**src/rtl/watch_pkg.sv**
```systemverilog
// -----------------------------------------------------------------------------
// watch_pkg
// Shared definitions for the stopwatch run/lap sequencer:
//   - one-hot state encodings for the sequencer FSM
//   - debounce stability counter width
//   - lap counter width and its saturating increment helper
// -----------------------------------------------------------------------------
package watch_pkg;

  localparam int STATE_W  = 6;
  localparam int DB_CNT_W = 8;
  localparam int LAPNUM_W = 4;

  typedef logic [STATE_W-1:0] state_t;

  localparam state_t ST_CLEAR       = 6'b000001;
  localparam state_t ST_ZERO        = 6'b000010;
  localparam state_t ST_RUN         = 6'b000100;
  localparam state_t ST_RUN_LAP     = 6'b001000;
  localparam state_t ST_STOPPED     = 6'b010000;
  localparam state_t ST_STOPPED_LAP = 6'b100000;

  localparam logic [LAPNUM_W-1:0] LAPNUM_MAX = 4'd15;

  // Lap counter increment that sticks at its maximum value.
  function automatic logic [LAPNUM_W-1:0] lapnum_inc(input logic [LAPNUM_W-1:0] v);
    logic [LAPNUM_W-1:0] r;
    if (v == LAPNUM_MAX) begin
      r = LAPNUM_MAX;
    end else begin
      r = v + 4'd1;
    end
    return r;
  endfunction

endpackage

```
**src/rtl/btn_debounce.sv**
```systemverilog
// -----------------------------------------------------------------------------
// btn_debounce
// Synchronises a raw button, filters it with a TICK-gated stability counter and
// emits a one-CLK pulse on each rising edge of the filtered level.
// Ports:
//   CLK    in  system clock
//   RESET  in  asynchronous active-high reset
//   TICK   in  one-CLK sampling strobe
//   btn    in  raw asynchronous button level
//   pulse  out registered one-CLK pulse per debounced press
// -----------------------------------------------------------------------------
module btn_debounce
  import watch_pkg::*;
#(
  parameter int DB_TICKS = 4
) (
  input  logic CLK,
  input  logic RESET,
  input  logic TICK,
  input  logic btn,
  output logic pulse
);

  localparam logic [DB_CNT_W-1:0] DB_LIMIT = DB_CNT_W'(DB_TICKS - 1);

  logic [1:0]          sync_r;
  logic                level_r;
  logic                level_nxt_s;
  logic [DB_CNT_W-1:0] cnt_r;
  logic [DB_CNT_W-1:0] cnt_nxt_s;
  logic                armed_r;
  logic                pulse_r;

  // Two-flop synchroniser. Resets to "pressed" so a button held through reset
  // cannot be mistaken for a fresh press once the pipeline fills.
  always_ff @(posedge CLK or posedge RESET) begin
    if (RESET) begin
      sync_r <= 2'b11;
    end else begin
      sync_r <= {sync_r[0], btn};
    end
  end

  // Stability counter: counts TICKs that disagree with the filtered level,
  // any agreeing TICK restarts the count.
  always_comb begin
    level_nxt_s = level_r;
    cnt_nxt_s   = cnt_r;
    if (TICK) begin
      if (sync_r[1] != level_r) begin
        if (cnt_r == DB_LIMIT) begin
          level_nxt_s = ~level_r;
          cnt_nxt_s   = {DB_CNT_W{1'b0}};
        end else begin
          level_nxt_s = level_r;
          cnt_nxt_s   = cnt_r + DB_CNT_W'(1);
        end
      end else begin
        level_nxt_s = level_r;
        cnt_nxt_s   = {DB_CNT_W{1'b0}};
      end
    end else begin
      level_nxt_s = level_r;
      cnt_nxt_s   = cnt_r;
    end
  end

  // Filter state, release-arming flag and edge pulse register. Pulses are only
  // allowed once the synchronised button has been seen released after reset.
  always_ff @(posedge CLK or posedge RESET) begin
    if (RESET) begin
      level_r <= 1'b0;
      cnt_r   <= {DB_CNT_W{1'b0}};
      armed_r <= 1'b0;
      pulse_r <= 1'b0;
    end else begin
      level_r <= level_nxt_s;
      cnt_r   <= cnt_nxt_s;
      armed_r <= armed_r | ~sync_r[1];
      pulse_r <= level_nxt_s & ~level_r & armed_r;
    end
  end

  assign pulse = pulse_r;

endmodule

```
**src/rtl/watch_lap_ctrl.sv**
```systemverilog
// -----------------------------------------------------------------------------
// watch_lap_ctrl
// Stopwatch run/lap sequencer between the front-panel buttons and the BCD
// time-count datapath.
// Ports:
//   CLK      in  system clock
//   RESET    in  asynchronous active-high reset
//   TICK     in  one-CLK time-base strobe
//   locked   in  clock-manager lock, counting only while high
//   STRTSTOP in  raw start/stop button
//   LAP      in  raw lap/reset button
//   CLKEN    out counter increment enable (TICK gated)
//   RST      out counter synchronous clear
//   LATCH    out one-cycle display capture pulse
//   LAPHOLD  out display shows captured value
//   LAPNUM   out lap capture count, saturating (only with WATCH_LAP_COUNT_EN)
// Build option: define WATCH_LAP_COUNT_EN to add the LAPNUM lap counter.
// -----------------------------------------------------------------------------
module watch_lap_ctrl
  import watch_pkg::*;
#(
  parameter int DB_TICKS = 4
) (
  input  logic CLK,
  input  logic RESET,
  input  logic TICK,
  input  logic locked,
  input  logic STRTSTOP,
  input  logic LAP,
  output logic CLKEN,
  output logic RST,
  output logic LATCH,
  output logic LAPHOLD
`ifdef WATCH_LAP_COUNT_EN
  ,
  output logic [LAPNUM_W-1:0] LAPNUM
`endif
);

  logic   start_p_s;
  logic   lap_p_s;
  state_t state_r;
  state_t state_nxt_s;
  logic   rst_r;
  logic   latch_r;
  logic   laphold_r;
  logic   rst_nxt_s;
  logic   latch_nxt_s;
  logic   laphold_nxt_s;

  btn_debounce #(.DB_TICKS(DB_TICKS)) u_db_start (
    .CLK   (CLK),
    .RESET (RESET),
    .TICK  (TICK),
    .btn   (STRTSTOP),
    .pulse (start_p_s)
  );

  btn_debounce #(.DB_TICKS(DB_TICKS)) u_db_lap (
    .CLK   (CLK),
    .RESET (RESET),
    .TICK  (TICK),
    .btn   (LAP),
    .pulse (lap_p_s)
  );

  // Sequencer state register.
  always_ff @(posedge CLK or posedge RESET) begin
    if (RESET) begin
      state_r <= ST_CLEAR;
    end else begin
      state_r <= state_nxt_s;
    end
  end

  // Next-state decode. Start/stop is tested first so it wins over a
  // simultaneous lap press; any non one-hot code falls back to CLEAR.
  always_comb begin
    state_nxt_s = state_r;
    case (state_r)
      ST_CLEAR: begin
        state_nxt_s = ST_ZERO;
      end
      ST_ZERO: begin
        if (start_p_s && locked) state_nxt_s = ST_RUN;
        else                     state_nxt_s = ST_ZERO;
      end
      ST_RUN: begin
        if (!locked || start_p_s) state_nxt_s = ST_STOPPED;
        else if (lap_p_s)         state_nxt_s = ST_RUN_LAP;
        else                      state_nxt_s = ST_RUN;
      end
      ST_RUN_LAP: begin
        if (!locked || start_p_s) state_nxt_s = ST_STOPPED_LAP;
        else if (lap_p_s)         state_nxt_s = ST_RUN;
        else                      state_nxt_s = ST_RUN_LAP;
      end
      ST_STOPPED: begin
        if (start_p_s && locked) state_nxt_s = ST_RUN;
        else if (lap_p_s)        state_nxt_s = ST_CLEAR;
        else                     state_nxt_s = ST_STOPPED;
      end
      ST_STOPPED_LAP: begin
        if (start_p_s && locked) state_nxt_s = ST_RUN_LAP;
        else if (lap_p_s)        state_nxt_s = ST_STOPPED;
        else                     state_nxt_s = ST_STOPPED_LAP;
      end
      default: begin
        state_nxt_s = ST_CLEAR;
      end
    endcase
  end

  // Output decode. Registered outputs are computed from the next state so
  // they line up with the state register; CLKEN is the only combinational one.
  always_comb begin
    rst_nxt_s     = (state_nxt_s == ST_CLEAR);
    laphold_nxt_s = (state_nxt_s == ST_RUN_LAP) || (state_nxt_s == ST_STOPPED_LAP);
    latch_nxt_s   = (state_r == ST_RUN) && (state_nxt_s == ST_RUN_LAP);
    CLKEN         = TICK & ((state_r == ST_RUN) || (state_r == ST_RUN_LAP));
  end

  // Output registers.
  always_ff @(posedge CLK or posedge RESET) begin
    if (RESET) begin
      rst_r     <= 1'b1;
      latch_r   <= 1'b0;
      laphold_r <= 1'b0;
    end else begin
      rst_r     <= rst_nxt_s;
      latch_r   <= latch_nxt_s;
      laphold_r <= laphold_nxt_s;
    end
  end

  assign RST     = rst_r;
  assign LATCH   = latch_r;
  assign LAPHOLD = laphold_r;

`ifdef WATCH_LAP_COUNT_EN
  logic [LAPNUM_W-1:0] lapnum_r;

  // Lap capture counter: advances with every LATCH, cleared while in CLEAR.
  always_ff @(posedge CLK or posedge RESET) begin
    if (RESET) begin
      lapnum_r <= {LAPNUM_W{1'b0}};
    end else if (state_r == ST_CLEAR) begin
      lapnum_r <= {LAPNUM_W{1'b0}};
    end else if (latch_nxt_s) begin
      lapnum_r <= lapnum_inc(lapnum_r);
    end else begin
      lapnum_r <= lapnum_r;
    end
  end

  assign LAPNUM = lapnum_r;
`endif

endmodule

```
**config.mk**
```make
export PLATFORM = sky130hd
export DESIGN_NAME = watch_lap_ctrl
export DESIGN_NICKNAME = d
export VERILOG_FILES = /design/src/rtl/watch_pkg.sv /design/src/rtl/btn_debounce.sv /design/src/rtl/watch_lap_ctrl.sv
export SDC_FILE = /design/constraint.sdc
export NUM_CORES = 1
export LEC_CHECK = 0
export BUFFER_PORTS_ARGS = -buffer_cell sky130_fd_sc_hd__buf_2
export CAP_MARGIN = 20
export CORE_ASPECT_RATIO = 2
export CORE_MARGIN = 8
export CORE_UTILIZATION = 49
export CTS_BUF_LIST = sky130_fd_sc_hd__clkbuf_8
export DETAILED_ROUTE_END_ITERATION = 8
export PLACE_DENSITY = 0.72
export SYNTH_ARGS = -nofsm -noshare
export SYNTH_HDL_FRONTEND = slang
export SYNTH_SLANG_ARGS = --single-unit
```
**constraint.sdc**
```tcl
create_clock -name CLK -period 2 [get_ports CLK]
set_input_delay 0.4 -clock CLK [delete_from_list [all_inputs] [get_ports CLK]]
set_output_delay 0.4 -clock CLK [all_outputs]
set_load 0.02 [all_outputs]
```
# Word-level counts from Yosys, hierarchy flattened
# Index checks and enable logic that the tools add are counted.
# Widths: inputs -> output; s select.
[totals]
regBits = 35
out_inout_bits = 4
[op_classes]
add_sub_neg = 2
eq_ne = 13
mux = 20
n_bitwise = 11
reduce_logical = 6
[ops]
columns = ["op", "n"]
rows = [
  ["$pmux 6 s6", 1],
  ["$mux 8", 4],
  ["$mux 6", 3],
  ["$add 8x1->8 const B", 2],
  ["$eq 8x2->1 const B", 2],
  ["$mux 5", 3],
  ["$eq 6x1->1 const B", 2],
  ["$eq 6x4->1 const B", 2],
  ["$eq 6x6->1 const B", 2],
  ["$mux 4", 2],
  ["$eq 6x2->1 const B", 1],
  ["$eq 6x3->1 const B", 1],
  ["$eq 6x5->1 const B", 1],
  ["$mux 1", 6],
  ["$and 1x1->1", 5],
  ["$not 1->1", 4],
  ["$logic_or 1x1->1", 3],
  ["$mux 3", 1],
  ["$logic_and 1x1->1", 2],
  ["$ne 1x1->1", 2],
  ["$or 1x1->1", 2],
  ["$logic_not 1->1", 1],
]

# Longest topological paths before layout
[depth]
ltp_word = 6
ltp_mapped = 5
mapped_depth_nobuf = 5

# Cells and area by module
# From an unflattened synthesis, not the netlist that was laid out.
[unflattened]
cells_unflattened = 173
hier_area_um2 = 1868.0
[modules_own_cells]
columns = ["mod", "instances", "cells_each", "area_each_um2"]
rows = [
  ["btn_debounce", 2, 58, 640.6],
  ["watch_lap_ctrl", 1, 57, 586.8],
]

# Worst setup path after synthesis
# OpenSTA, ideal clock, no wires.
[synth_timing]
path_kind = "register to output"
start = "reg state_r[4]"
end = "out CLKEN"
arrival_ns = 1.547
slack_ns = 0.053
stages_incl_launch_ff = 5
n_path_buf = 1
path_cell_list = "dfrtp_1 > buf_2 > nor4_2 > nand3b_1 > a21boi_0"
[synth_via]
elab_chain_cells = 3
elab_cells_between_ends = 4
[synth_rtl]
columns = ["item", "line_no", "source"]
rows = [
  ["from (decl)", "watch_lap_ctrl.sv:42", "state_t state_r;"],
  ["from (signal assigned)", "watch_lap_ctrl.sv:72", "state_r <= state_nxt_s;"],
  ["$eq 6x3->1 or $eq 6x4->1 (tied branches)", "watch_lap_ctrl.sv:120", "CLKEN = TICK & ((state_r == ST_RUN) || (state_r == ST_RUN_LAP));"],
  ["$logic_or 1x1->1 *", "watch_lap_ctrl.sv:120", ""],
  ["$and 1x1->1 *", "watch_lap_ctrl.sv:120", ""],
  ["to (decl)", "watch_lap_ctrl.sv:30", "output logic CLKEN,"],
]
# Every way passes the cells marked *; elsewhere a longest branch is shown, timed or not.

# Worst setup path after layout
[layout_timing]
start = "reg state_r[5]"
end = "out CLKEN"
# The elaborated chain is that of the path after synthesis.

==> flow_summary.ini <==
[final_layout]
fin_area_um2 = 1910
antennaDiodeCount = 0
num-nets-final = 185
area_growth_pct = 11.5
seqCellArea_um2 = 885
drive_gt1_frac = 0.197
multiInputGateArea_um2 = 791
num-fill-cells = 294

[synth]
yosysTopAreaCell = dfrtp_1
netlist_area_um2 = 1710
synthArstFlopShare = 1.00
synth_edf_count = 0
syn_inst = 163
synthFlopType = dfrtp_1
synth_cell_types = 44
synth_top_area_frac = 0.424
synth.area.top_cells = dfrtp_1, dfstp_2, xnor2_1
synthTopCellsByCount = dfrtp_1, nand2_1, nor2_1
yosys_warnings = 0
seq_area_frac_synth = 0.516
ys_ff_latch = 35
syn-num-nets = 171
yosysMostFrequentCell = dfrtp_1
synth_area_per_cell_um2 = 10.5

[global_route]
grt_pass1_vias = 1296
grt_usage = 0.122
antenna_found_initial = 0
overflow = 0
grt_max_degree = 28
grt_pass1_wl_um = 5480

[place]
dpl.hpwl_um = 2350
port_buffers = 9
dpl-instance-area_um2 = 1810
gp_congestion = 0.837

[power]
p_per_area_nw_per_um2 = 1040
peakVddDrop_uv = 695
p_comb_frac = 0.254
leakage_nw = 0.856
pwr-share-clk = 0.241
pwr-share-seq = 0.505
switching_share = 0.324
netSwitchingPower_mw = 0.639
p_int_mw = 1.34

[worst_setup_path]
cp_max_fo = 3
crit_path_end_kind = output pin
crit_type = flop to output pin
start_kind = flop
cp.required_ns = 1.60
arrival_ns = 1.47

[timing]
hold_viol_final = 0
finalSetupTns_ns = 0
rsz0062_at_grt = no
setup_viol = 0
period_share = 0.933
max_freq_mhz = 536
hold_ws_ns = 0.0804
clock_skew_ns = 0.00174
drv_slew = 0
worst_slew_pin_slew_ns = 0.421
slew_headroom = 0.716
fin_crit_ns = 1.87

[min_path]
min_path_type = primary input to asynchronous set/reset pin

[cts]
clock_sinks = 35
clock_latency_ns = 0.28
cts_buffer_depth = 2
htree_num_levels = 2
cts_root_buf = clkbuf_8
tritoncts = built
cts_inserted_buffers = 5
clk_pin_slew_ns = 0.07

[die]
rows = 30
io-pin-count = 10
coreArea_um2 = 3380
initial_core_util = 0.506
die_x_um = 57.8
dieArea_um2 = 5750
die_h_um = 99.6

[detailed_routing]
routed-via-count = 1244
routed_via_density = 5.92
wl_per_cell_um = 15.2
drc = 0
antenna_left = 0
drt-initial-drc-count = 34
routed_wl_um = 3200
firstDrtPassIters = 4

[flow_run]
maxCapViolCount = 0

[status]
status = complete, no violations
## what timing repair did
action                                  4_1_cts  5_1_grt
endpoints found under the setup margin        0        1
hold endpoints to repair                      0        0
gates resized for setup                       0        2
hold buffers                                  0        0
setup buffers                                 0        1
## placed cells by master (no fill, tap or decap), drive strengths merged, types with 3 or more instances in the layout
cell type,netlist,routed
nand4,4,4
nor4,3,3
xnor2,10,10
clkbuf,3,5
nand2,19,19
buf,4,14
inv,4,6
nor2,19,19
o21ai,5,5
dfrtp,29,29
nand3b,4,4
nor3,6,6
xor2,5,5
dfstp,6,6
nand2b,4,4
mux2,4,4
## state kept, by name, indices dropped and copies added, names as in the netlist
name and flops:
u_db_lap.level_r 1, LATCH 1, u_db_start.cnt_r 8, u_db_lap.armed_r 1, u_db_lap.pulse 1, u_db_start.level_r 1, u_db_start.sync_r 2, RST 1
state_r 6, u_db_lap.sync_r 2, u_db_lap.cnt_r 8, u_db_start.pulse 1, LAPHOLD 1, u_db_start.armed_r 1
## metal layers
layer  up-vias  share of wire  track usage
met5         -              0            0
met4         0          0.034       0.0875
met3         9          0.030       0.0401
met2        16           0.55        0.220
met1       622           0.38        0.106
li1        597              -            -
## power groups by stage
stage / sequential (mW) / combinational [mW] / clock, mW
floorplan: 0.942 / 0.439 / 0
global placement: 0.985 / 0.470 / 0
detailed placement: 0.998 / 0.498 / 0
CTS: 0.987 / 0.500 / 0.498
global route: 1.02 / 0.561 / 0.523
finish: 0.998 / 0.501 / 0.475
## layout make-up
| class | instances | area share |
|---|---|---|
| Clock buffer | 5 | 0.0361 |
| Multi-Input combinational cell | 117 | 0.415 |
| Sequential cell | 35 | 0.464 |
| Clock inverter | 3 | 0.00656 |
| Inverter | 4 | 0.00787 |
| Timing Repair Buffer | 14 | 0.0499 |
| Tap cell | 32 | 0.0210 |
## stage by stage
stage | power [mW] | worst slack [ns] | std cells | util
2_1_floorplan | 1.38 | 0.0534 | 163 | -
3_3_place_gp | 1.45 | 0.245 | 201 | 0.535
3_5_place_dp | 1.50 | 0.175 | 201 | 0.535
4_1_cts | 1.99 | 0.0324 | 209 | 0.559
5_1_grt | 2.10 | 0.0239 | 210 | 0.564
6_report | 1.97 | 0.134 | 210 | 0.564
## path summary, 6_finish.rpt
check                                     from                    to  slack (ns)  cells past startpoint
min                                      RESET      u_db_lap.level_r        0.08                      2
max in group asynchronous                RESET  u_db_start.sync_r[0]        1.39                      3
max                                 state_r[5]                 CLKEN        0.13                      4
max reg2reg                u_db_start.cnt_r[0]    u_db_start.level_r        0.17                      5
min in group CLK                      STRTSTOP  u_db_start.sync_r[0]        0.21                      1
min reg2reg                 u_db_lap.sync_r[0]    u_db_lap.sync_r[1]        0.36                      0
## kinds of logic after synthesis
kind of cell               share of synthesized area
xor gates and xnor gates                      0.0768
DFF                                            0.516
AOI/OAI and AO/OA                              0.110
adders and majority gates                     0.0146
buffers and inverters                         0.0263
and+or+nand+nor                                0.215
muxes                                         0.0402
## worst max-delay path, stage by stage (launching register included)
cell and delay (ns):
dfrtp_2 0.44, nor4_4 0.28, nand3b_1 0.12, a21boi_0 0.16, buf_2 0.18
No activity file was read; power rests on OpenSTA's default activity.
